<file path="src/rtl/data_structures.sv">
// Shared types and constants for the fetch queue: FSM states, queue entry layout
// and the HLT instruction match pattern.
package data_structures;

  typedef enum logic [1:0] {
    FQ_FETCH,
    FQ_DRAIN,
    FQ_DONE
  } fq_state_e;

  typedef struct packed {
    logic [63:0] pc;
    logic [31:0] insn;
  } fq_entry_t;

  // HLT: bits[31:21] = 11010100010, bits[4:0] = 00000, immediate bits ignored
  localparam logic [31:0] HLT_MASK  = 32'hFFE0_001F;
  localparam logic [31:0] HLT_VALUE = 32'hD440_0000;

  function automatic logic is_hlt(input logic [31:0] word);
    return (word & HLT_MASK) == HLT_VALUE;
  endfunction

endpackage

</file>
<file path="src/rtl/fq_ring.sv">
// Circular buffer of fetched {pc, insn} entries: power-of-two depth, wrapping
// head/tail pointers, occupancy count, and a clear that outranks push/pop.
module fq_ring
  import data_structures::*;
#(
  parameter int unsigned DEPTH = 4
) (
  input  logic                   clk,
  input  logic                   rst,
  input  logic                   clear,
  input  logic                   push,
  input  logic                   pop,
  input  fq_entry_t              wdata,
  output fq_entry_t              rdata,
  output logic [$clog2(DEPTH):0] count,
  output logic                   empty
);

  localparam int unsigned AW = $clog2(DEPTH);

  fq_entry_t         mem [DEPTH];
  logic [AW-1:0]     head;
  logic [AW-1:0]     tail;
  logic              full;
  logic              do_push;
  logic              do_pop;

  assign empty   = (count == '0);
  assign full    = (count == (AW+1)'(DEPTH));
  assign do_pop  = pop && !empty;
  assign do_push = push && (!full || do_pop);
  assign rdata   = mem[head];

  always_ff @(posedge clk) begin
    if (do_push && !clear) begin
      mem[tail] <= wdata;
    end
  end

  always_ff @(posedge clk) begin
    if (rst || clear) begin
      head  <= '0;
      tail  <= '0;
      count <= '0;
    end else begin
      if (do_push) tail <= tail + 1'b1;
      if (do_pop)  head <= head + 1'b1;
      if (do_push && !do_pop) begin
        count <= count + 1'b1;
      end else if (!do_push && do_pop) begin
        count <= count - 1'b1;
      end
    end
  end

  no_overflow: assert property (@(posedge clk) disable iff (rst || clear)
    !(push && full && !pop));

endmodule

</file>
<file path="src/rtl/fetch_queue.sv">
// Instruction fetch front end: issues one-cycle-latency imem reads, buffers the
// returned words in order, and stops fetching once an HLT has been delivered.
module fetch_queue
  import data_structures::*;
#(
  parameter int unsigned IQ_DEPTH = 4,
  parameter logic [63:0] RESET_PC = 64'h0
) (
  input  logic        in_clk,
  input  logic        in_rst,
  input  logic        in_stall,
  input  logic        in_redirect,
  input  logic [63:0] in_redirect_pc,
  output logic        out_imem_req,
  output logic [63:0] out_imem_addr,
  input  logic        in_imem_valid,
  input  logic [31:0] in_imem_rdata,
  output logic [31:0] out_insnbits,
  output logic [63:0] out_pc,
  output logic        out_valid,
  output logic        out_fetch_done
);

  localparam int unsigned CW = $clog2(IQ_DEPTH) + 1;

  fq_state_e   state;
  fq_state_e   next_state;
  logic [63:0] fetch_pc;
  logic [63:0] req_pc;
  logic        inflight;
  logic        req_epoch;
  logic        epoch;
  logic        done_q;
  logic [CW-1:0] count;
  logic [CW:0]   occupancy;
  logic        empty;
  fq_entry_t   head;
  fq_entry_t   tail_entry;
  logic        resp_ok;
  logic        push;
  logic        pop;

  fq_ring #(.DEPTH(IQ_DEPTH)) u_ring (
    .clk   (in_clk),
    .rst   (in_rst),
    .clear (in_redirect),
    .push  (push),
    .pop   (pop),
    .wdata (tail_entry),
    .rdata (head),
    .count (count),
    .empty (empty)
  );

  always_ff @(posedge in_clk) begin
    if (in_rst) state <= FQ_FETCH;
    else        state <= next_state;
  end

  always_comb begin
    next_state = state;
    if (in_redirect) begin
      next_state = FQ_FETCH;
    end else begin
      unique case (state)
        FQ_FETCH: if (push && is_hlt(in_imem_rdata)) next_state = FQ_DRAIN;
        FQ_DRAIN: if (pop && is_hlt(head.insn))      next_state = FQ_DONE;
        FQ_DONE:  next_state = FQ_DONE;
        default:  next_state = FQ_FETCH;
      endcase
    end
  end

  always_comb begin
    occupancy      = {1'b0, count} + {{CW{1'b0}}, inflight};
    out_imem_req   = (state == FQ_FETCH) && !in_redirect && !in_rst &&
                     (occupancy < (CW+1)'(IQ_DEPTH));
    out_imem_addr  = fetch_pc;
    // Words returning after HLT (or from an older epoch) are never queued.
    resp_ok        = in_imem_valid && inflight && (req_epoch == epoch) &&
                     (state == FQ_FETCH);
    push           = resp_ok && !in_redirect;
    pop            = !empty && !in_stall && !in_redirect;
    tail_entry     = '{pc: req_pc, insn: in_imem_rdata};
    out_valid      = !empty;
    out_insnbits   = empty ? '0 : head.insn;
    out_pc         = empty ? '0 : head.pc;
    out_fetch_done = done_q;
  end

  always_ff @(posedge in_clk) begin
    if (in_rst) begin
      fetch_pc  <= RESET_PC;
      req_pc    <= '0;
      inflight  <= 1'b0;
      req_epoch <= 1'b0;
      epoch     <= 1'b0;
      done_q    <= 1'b0;
    end else begin
      done_q   <= (next_state == FQ_DONE);
      inflight <= out_imem_req;
      if (out_imem_req) begin
        req_pc    <= fetch_pc;
        req_epoch <= epoch;
      end
      if (in_redirect) begin
        fetch_pc <= in_redirect_pc;
        epoch    <= ~epoch;
      end else if (out_imem_req) begin
        fetch_pc <= fetch_pc + 64'd4;
      end
    end
  end

endmodule

</file>
<file path="config.mk">
export PLATFORM = sky130hd
export DESIGN_NAME = fetch_queue
export DESIGN_NICKNAME = d
export VERILOG_FILES = /design/src/rtl/data_structures.sv /design/src/rtl/fq_ring.sv /design/src/rtl/fetch_queue.sv
export SDC_FILE = /design/constraint.sdc
export NUM_CORES = 1
export LEC_CHECK = 0
export ABC_CLOCK_PERIOD_IN_PS = 6350
export CAP_MARGIN = 20
export CORE_UTILIZATION = 56
export DETAILED_ROUTE_END_ITERATION = 10
export GPL_TIMING_DRIVEN = 0
export PLACE_DENSITY = 0.92
export SYNTH_ARGS = -nofsm -noshare
export SYNTH_HDL_FRONTEND = slang
export SYNTH_SLANG_ARGS = --single-unit
</file>
<file path="constraint.sdc">
create_clock -name in_clk -period 6.35 [get_ports in_clk]
set_clock_uncertainty 0.2 [all_clocks]
set_input_delay 1.27 -clock in_clk [delete_from_list [all_inputs] [get_ports in_clk]]
set_output_delay 1.27 -clock in_clk [all_outputs]
set_load 0.02 [all_outputs]
</file>
Word-level counts from Yosys, hierarchy flattened
Memories as Yosys holds them, arrays and structs flattened. A register that Yosys moved wholly into a read port is not among the register bits.
Cells that the tools add are included.
W data, S select, Z words.
- multipliers: 0
- order comparisons: 1
- reductions and logical operators: 29
- div/mod/pow operators: 0
- $add $sub $neg: 6
- bitwise gates (word level): 1
- muxes and demuxes: 14
- eq/ne operators: 7
- shifts and indexed selects: 0
- operators by type and width (kind ; count):
    $mux W64 ; 3
    $add A64 B3 Y64 const B ; 1
    $eq A16 B16 Y1 const B ; 2
    $mux W32 ; 1
    $logic_and A1 B1 Y1 ; 16
    $mux W2 ; 5
    $logic_not A1 Y1 ; 7
    $mux W3 ; 2
    $pmux W2 S3 ; 1
    $add A2 B1 Y2 const B ; 2
    $add A3 B1 Y4 ; 1
    $eq A2 B2 Y1 const B ; 2
    $lt A4 B3 Y1 const B ; 1
    $reduce_bool A2 Y1 ; 2
    $add A3 B1 Y3 const B ; 1
    $eq A3 B3 Y1 const B ; 1
    $logic_not A3 Y1 ; 1
    $sub A3 B1 Y3 const B ; 1
    $eq A2 B1 Y1 const B ; 1
    $logic_not A2 Y1 ; 1
    $logic_or A1 B1 Y1 ; 2
    $mux W1 ; 2
    $eq A1 B1 Y1 ; 1
    $not A1 Y1 ; 1
- bits in latches: 0
- memories: 1
- logic and storage cells: 69
- bits in registers: 141
- ROM bits: 0
- bits in writable memories: 384
- output and inout bits: 163
- memories (name ; words ; width ; rd ports ; clocked after Yosys merged registers in ; wr ports ; line ; text):
    u_ring.mem ; 4 ; 96 ; 1 ; 1 ; 1 ; fq_ring.sv:21 ; fq_entry_t mem [DEPTH];

Depth between registers and ports, before layout
Gate-level depths: netlist of run 1.
- depth in word-level cells: 11
- depth in mapped cells: 10

Hierarchy
From an unflattened synthesis of run 1, not the netlist that was laid out.
- cell total of the unflattened synthesis: 1499
- area total of the unflattened synthesis: 21554.4 um^2
- by module, submodules not included (module ; seq. area each (um^2) ; times used ; cells an instance ; area each (um^2)):
    fq_ring ; 11711.2 ; 1 ; 553 ; 14333.7
    fetch_queue ; 2682.6 ; 1 ; 946 ; 7220.7

Worst setup path after synthesis of run 1
No wires, ideal clock.
- path kind: input to register
- start point: in in_redirect
- end point: mem u_ring.mem[1][0] (netlist bit) (enable)
- stages on the path: 4
- buffers on the path: 1
- path slack: 1.119 ns
- data arrival time: 4.565 ns
- data required time: 5.684 ns
- cells stage by stage: buf_6 or4_1 a21oi_1 and2_1
- cells in the longest elaborated chain, start to end: 8
- elaborated cells between the ends (all ways): 9
- classes of those cells: mux: 2; reduce/logical: 7
- RTL lines (item ; line ; text):
    start: declaration ; fetch_queue.sv:12 ; input logic in_redirect,
    $logic_not A1 Y1 * ; fq_ring.sv:35, fetch_queue.sv:82, fetch_queue.sv:83 ;
    $logic_and A1 B1 Y1 ; fetch_queue.sv:83 ; pop = !empty && !in_stall && !in_redirect;
    $logic_and A1 B1 Y1 ; fq_ring.sv:30 ; assign do_pop = pop && !empty;
    $logic_or A1 B1 Y1 ; fq_ring.sv:31 ; assign do_push = push && (!full || do_pop);
    $logic_and A1 B1 Y1 ; fq_ring.sv:31 ;
    $logic_and A1 B1 Y1 * ; fq_ring.sv:35 ; if (do_push && !clear) begin
    $mux W1 * ; fq_ring.sv:35 ;
    $mux W1 (implied by the code) * ; fq_ring.sv:36 ; mem[tail] <= wdata;
    end: declaration ; fq_ring.sv:21 ;
Every way passes the cells marked *; elsewhere a longest branch is shown, timed or not.

Worst setup path after layout of run 1
- start point: in in_redirect
- end point: out out_imem_req
- cells in the longest elaborated chain, start to end: 4
- RTL lines (item ; line ; text):
    $logic_not A1 Y1 ; fetch_queue.sv:76 ; out_imem_req = (state == FQ_FETCH) && !in_redirect && !in_rst &&
    $logic_and A1 B1 Y1 (3 in series) ; fetch_queue.sv:76 ;
    end: declaration ; fetch_queue.sv:14 ; output logic out_imem_req,
No other way between the ends.

==> out/metrics.yaml, run 1 <==
finish:
  nets: 1931
  area_growth_pct: 24.1
  post-route-util: 0.706
  drive_gt1_frac: 0.116
critical_path:
  critPathKind: "input port to output port"
  reg2reg_to: "req_pc[37]$_SDFFE_PP0P_"
  crit_path_end: "out_imem_req"
  cp_data_required_time_ns: 4.88
  crit_path_start_kind: "input port"
  critPathArrivalTime_ns: 4.41
  worst_setup_path_end_kind: "output port"
  startpoint: "in_redirect"
  reg2regPathDepth: 8
  r2r_start: "u_ring.count[2]$_SDFFE_PP0P_"
  path_max_fanout: 19
  rrSetupSlack_ns: 2.36
timing:
  hold_slack_ns: 0.282
  setup_viol: 0
  timing.final.hold_violations: 0
  fin_crit_sh: 0.926
  tightest_slew_ns: 1.08
  maxSlewViolCount: 0
  clock.fmax_mhz: 170
  setup_ws_ns: 0.469
  grt_setup_unrepaired: "no"
  maxSlewHeadroom: 0.274
  period_needed_ns: 5.88
worst_hold_path:
  hold_class: "flop to flop"
clock_tree:
  cts_buffers: 51
  cts_sinks: 527
  ctsResizeCount: 0
  htree_levels: 2
  clock-root-buffer: "clkbuf_16"
  insertion_delay_ns: 0.61
  cts_setup_buffers: 0
  clk_pin_slew_ns: 0.06
  cts.hold.buffers_added: 0
  cts.path.max_buffers: 3
  cts_tree: "built"
synth:
  syn_area_per_cell_sq_um: 14.3
  synth_cells: 1504
  async_flop_share: 0
  ys_seq_area_frac: 0.670
  yosys.area.top_type: "edfxtp_1"
  synth_edf_count: 384
  ys_top_cells_by_area: "edfxtp_1 54%, dfxtp_1 13%, mux4_2 9.0%"
  synth-seq-cells: 527
  synthesis.nets: 1612
  yosysMostFrequentCell: "edfxtp_1"
  ys_types: 66
  yosys_warnings: 0
  ys.flop_type: "edfxtp_1"
  synthesis.area_sq_um: 21500
  synth_top_area_share: 0.537
  synth_common_cells: "384 x edfxtp_1, 198 x nand2_1, 143 x dfxtp_1"
floorplan:
  die_area_sq_um: 39200
  start_util: 0.569
  io_pins: 264
  rows: 71
  placeableCoreArea_sq_um: 37800
  die_x_um: 198
  die_h_um: 198
place:
  hpwl_um: 40600
  post-place-ws_ns: 0.185
  globalplace.congestion: 0.924
  numPortBuffers: 262
global_routing:
  grt_pass1_wl_um: 90700
  grt_overflow: 0
  antenna_found_initial: 1
  first_global_vias: 14900
  grt.total_usage: 0.316
  grt_max_degree: 58
pwr:
  power.leakage_nw: 8.57
  p_total_w: 0.00745
  power_density_nw_per_um2: 279
  peakVddDrop_mv: 0.240
run_status:
  outcome: "finished clean"
drt:
  vias: 15100
  ant_nets: 0
  post_drt_wl_per_cell_um: 25.7
  drt_iter0_drc: 1772
  drc: 0
  firstDrtPassIters: 8
  vias_per_cell: 6.34
  wirelength_um: 61100
flow_run:
  maxCapViolCount: 0
-- state kept, by name (all words and copies together) (netlist names), named ones only --
signal / count
epoch: 1
inflight: 1
out_fetch_done: 1
out_imem_addr: 64
req_epoch: 1
req_pc: 64
state: 2
u_ring.count: 3
u_ring.head: 2
u_ring.mem: 384
u_ring.tail: 2
-- through the flow --
| stage | area, sq um | setup TNS, ns | cells |
|---|---|---|---|
| after detailed placement | 24900 | 0 | 2281 |
| after floorplan | 21500 | 0 | 1504 |
| after global routing | 26700 | 0 | 2376 |
| after global placement | 24800 | -429.27 | 2277 |
| final | 26700 | 0 | 2377 |
| after CTS | 26700 | 0 | 2376 |
-- logic make-up (layout without fill, tap and decap cells) --
| group | after synthesis | in the layout | synth area share |
|---|---|---|---|
| adder cells (fa/ha/maj) | 7 | 7 | 0.00442 |
| XOR/XNOR | 14 | 14 | 0.00571 |
| other | 0 | 1 | 0 |
| multiplexers | 106 | 106 | 0.107 |
| AND/OR/NAND/NOR | 533 | 533 | 0.129 |
| flip-flops | 527 | 527 | 0.670 |
| AO/OA/AOI/OAI | 199 | 199 | 0.0586 |
| buffers and inverters | 118 | 479 | 0.0250 |
-- how the worst min path moves through the flow --
stage | start | endpoint | cells after the start
floorplan | req_epoch$_SDFFE_PP0P_ | req_epoch$_SDFFE_PP0P_ | 2
finish | req_epoch$_SDFFE_PP0P_ | req_epoch$_SDFFE_PP0P_ | 2
global placement | req_epoch$_SDFFE_PP0P_ | req_epoch$_SDFFE_PP0P_ | 2
detailed placement | req_epoch$_SDFFE_PP0P_ | req_epoch$_SDFFE_PP0P_ | 2
CTS | req_epoch$_SDFFE_PP0P_ | req_epoch$_SDFFE_PP0P_ | 2
global route | req_epoch$_SDFFE_PP0P_ | req_epoch$_SDFFE_PP0P_ | 2
-- cells in the final DEF, fill, tap and decap left out, types with 6 or more instances in the layout --
master	count
a31oi_1	22
nand3_1	36
clkbuf_1	72
clkinv_2	7
and3_1	10
nand4_1	32
clkdlybuf4s50_1	262
edfxtp_1	384
o221ai_1	6
o211ai_1	9
buf_1	9
nor4_1	10
mux4_1	10
o31ai_1	6
inv_1	22
a21oi_1	98
clkinvlp_4	6
mux4_2	86
nand2_1	198
nor2_1	55
buf_2	12
ha_1	6
nor3_1	12
xor2_1	9
bufinv_16	7
a311oi_1	7
and4_1	20
and2_1	106
a211oi_1	7
dfxtp_1	143
o311ai_0	7
or4_1	18
o21ai_0	9
clkbuf_16	54
or3_1	10
-- cell type report --
class	count	area (sq um)
antenna	1	2.50
buffer	95	450
clock buffer	65	1430
clock inverter	30	360
fill	2406	11100
inverter	22	82.6
multi-input combinational	859	6570
sequential	527	14400
tap	511	639
timing repair buffer	267	2740
-- layer usage --
metal	track usage	vias up	part of all wire
li1	-	6415	-
met1	0.399	7434	0.36
met2	0.512	1013	0.48
met3	0.0794	215	0.11
met4	0.153	4	0.047
met5	0.0128	-	0.0013
-- worst max-delay path: stages --
cell             delay [ns]
clkdlybuf4s50_1        0.49
nor2_1                 0.43
nand3_1                0.35
inv_1                  0.32
buf_2                  0.30
buf_2                  0.52
clkdlybuf4s50_1        0.71
-- report_power, final --
part           total (W)  switching (W)  internal (W)
registers        0.00379      0.0000707       0.00372
clock network    0.00322        0.00133       0.00189
logic           0.000436       0.000252      0.000184
total            0.00745        0.00165       0.00579
Note: power is estimated with default switching activity, not from simulation.
==> run 2, diff against run 1 <==
Settings changed: PLACE_DENSITY 0.92 to 0.8.
==> run 2 against run 1 <==
- via count fell by 2.9%
- clock power fell by 4%
- worst hold slack got worse by 0.0091 ns
- clock-buffer cell count rose by 7
- cell area fell by 0.30%
- sequential share of layout area rose by 0.16 points
- register-to-register slack improved by 0.02 ns
- core utilization fell by 0.21 points
- largest power group unchanged
- highest routed layer is now met4
==> out/metrics.yaml, run 2 (synthesized netlist as in run 1, its figures left out) <==
run_status:
  outcome: "finished clean"
flow_run:
  maxCapViolCount: 0
pwr:
  p_switching_w: 0.00161
  power.clock.fraction: 0.422
  peakVddDrop_mv: 0.187
  p_seq_frac: 0.519
  power.share.switching: 0.220
  p_comb_frac: 0.059
  internal_power_w: 0.00569
  power.leakage_nw: 8.53
  power_density_nw_per_um2: 274
finish:
  drive_gt1_frac: 0.113
  seqCellArea_sq_um: 14400
  nets: 1932
  final_area_sq_um: 26600
  diodes: 0
  layout_common_cells: "384 x edfxtp_1, 262 x clkdlybuf4s50_1, 198 x nand2_1, 143 x dfxtp_1, 106 x and2_1"
  regMostFlops: "u_ring.mem"
  multiInputGateArea_sq_um: 6570
  final_common_cell: "edfxtp_1"
  largest_register_ffs: 384
  final.fill_count: 2527
  area_growth_pct: 23.7
drt:
  ant_nets: 0
  drc: 0
  vias: 14600
  vias_per_cell: 6.16
  wirelength_um: 58300
  post_drt_wl_per_cell_um: 24.5
  drt_iter0_drc: 1721
  firstDrtPassIters: 6
global_routing:
  grt_pass1_wl_um: 87300
  grt.total_usage: 0.303
  first_global_vias: 14300
  grt_max_degree: 58
  grt_overflow: 0
  antenna_found_initial: 0
critical_path:
  critPathSlowestCell: "clkdlybuf4s50_1"
  critPathKind: "input port to output port"
  critPathArrivalTime_ns: 4.87
  cpLargestDelayFamily: "buffers and inverters"
  cp_num_buf_inv: 6
  path_cells: "clkdlybuf4s50_1 -> nor2_1 -> nand3_1 -> inv_1 -> buf_2 -> buf_2 -> buf_1 -> clkdlybuf4s50_1"
  worst_setup_path_end_kind: "output port"
  slowest_delay_ns: 0.76
  crit_path_start_kind: "input port"
  cp_data_required_time_ns: 4.88
  path_max_fanout: 10
timing:
  tightest_slew_ns: 1.04
  setup_ws_ns: 0.00677
  timing.final.hold_violations: 0
  clock.fmax_mhz: 158
  grt_setup_unrepaired: "no"
  period_needed_ns: 6.34
  maxSlewViolCount: 0
  setup_viol: 0
  maxSlewHeadroom: 0.302
  fin_crit_sh: 0.999
floorplan:
  start_util: 0.569
  die_area_sq_um: 39200
  die_x_um: 198
  die_h_um: 198
  io_pins: 264
  rows: 71
  placeableCoreArea_sq_um: 37800
worst_hold_path:
  hold_class: "flop to flop"
clock_tree:
  cts_tree: "built"
  cts_setup_buffers: 0
  cts_sinks: 527
  insertion_delay_ns: 0.61
  cts.hold.buffers_added: 0
  ctsResizeCount: 0
  clock-root-buffer: "clkbuf_16"
  htree_levels: 2
  cts.path.max_buffers: 3
  cts_buffers: 51
  clk_pin_slew_ns: 0.06
place:
  globalplace.congestion: 0.925
  post-place-ws_ns: 0.251
  place_area_sq_um: 24900
  hpwl_um: 38600
  numPortBuffers: 262
[run 2: final timing paths]
kind                               endpoint  slack [ns]                          start  depth (start not counted)
min reg2reg          req_pc[0]$_SDFFE_PP0P_        0.27  out_imem_addr[0]$_SDFFE_PP0P_                          2
max                            out_imem_req       0.007                    in_redirect                          8
min                  req_pc[0]$_SDFFE_PP0P_        0.27  out_imem_addr[0]$_SDFFE_PP0P_                          2
max reg2reg  out_imem_addr[45]$_SDFFE_PP0N_        2.38   u_ring.count[2]$_SDFFE_PP0P_                          7
[run 2: cell type report]
type,instances,area share
sequential,527,0.541
inverter,22,0.00311
timing repair buffer,267,0.103
buffer,96,0.0171
clock inverter,22,0.00918
clock buffer,72,0.0552
tap,511,0.0240
multi-input combinational,859,0.247
[run 2: per-layer routing]
metal	GRT usage	share of wire
met5	0	0
met4	0.130	0.039
met3	0.0601	0.097
met2	0.473	0.47
met1	0.417	0.40
[run 2: power groups by stage]
stage,Combinational [W],Clock (W),Sequential (W)
after global placement,0.000416,0,0.00386
after global routing,0.000454,0.00323,0.00379
after CTS,0.000427,0.00311,0.00379
final,0.000431,0.00308,0.00379
after detailed placement,0.000423,0,0.00386
after floorplan,0.000160,0,0.00387
[run 2: metrics by stage]
stage	power (W)	std cells	utilization	hold slack, ns	TNS [ns]
after floorplan	0.00403	1504	-	0.248	0
after global placement	0.00427	2277	0.656	0.255	-444.32
after detailed placement	0.00428	2281	0.659	0.268	0
after CTS	0.00732	2375	0.704	0.271	0
after global routing	0.00747	2376	0.704	0.296	0
final	0.00730	2376	0.704	0.272	0
[run 2: worst reg2reg max path, stage by stage, from the launching register on]
cell	delay [ns]
dfxtp_1	0.36
nor3_1	0.86
nand3_1	0.42
inv_1	0.31
buf_1	0.59
buf_1	0.74
nand2_1	0.21
o221ai_1	0.22
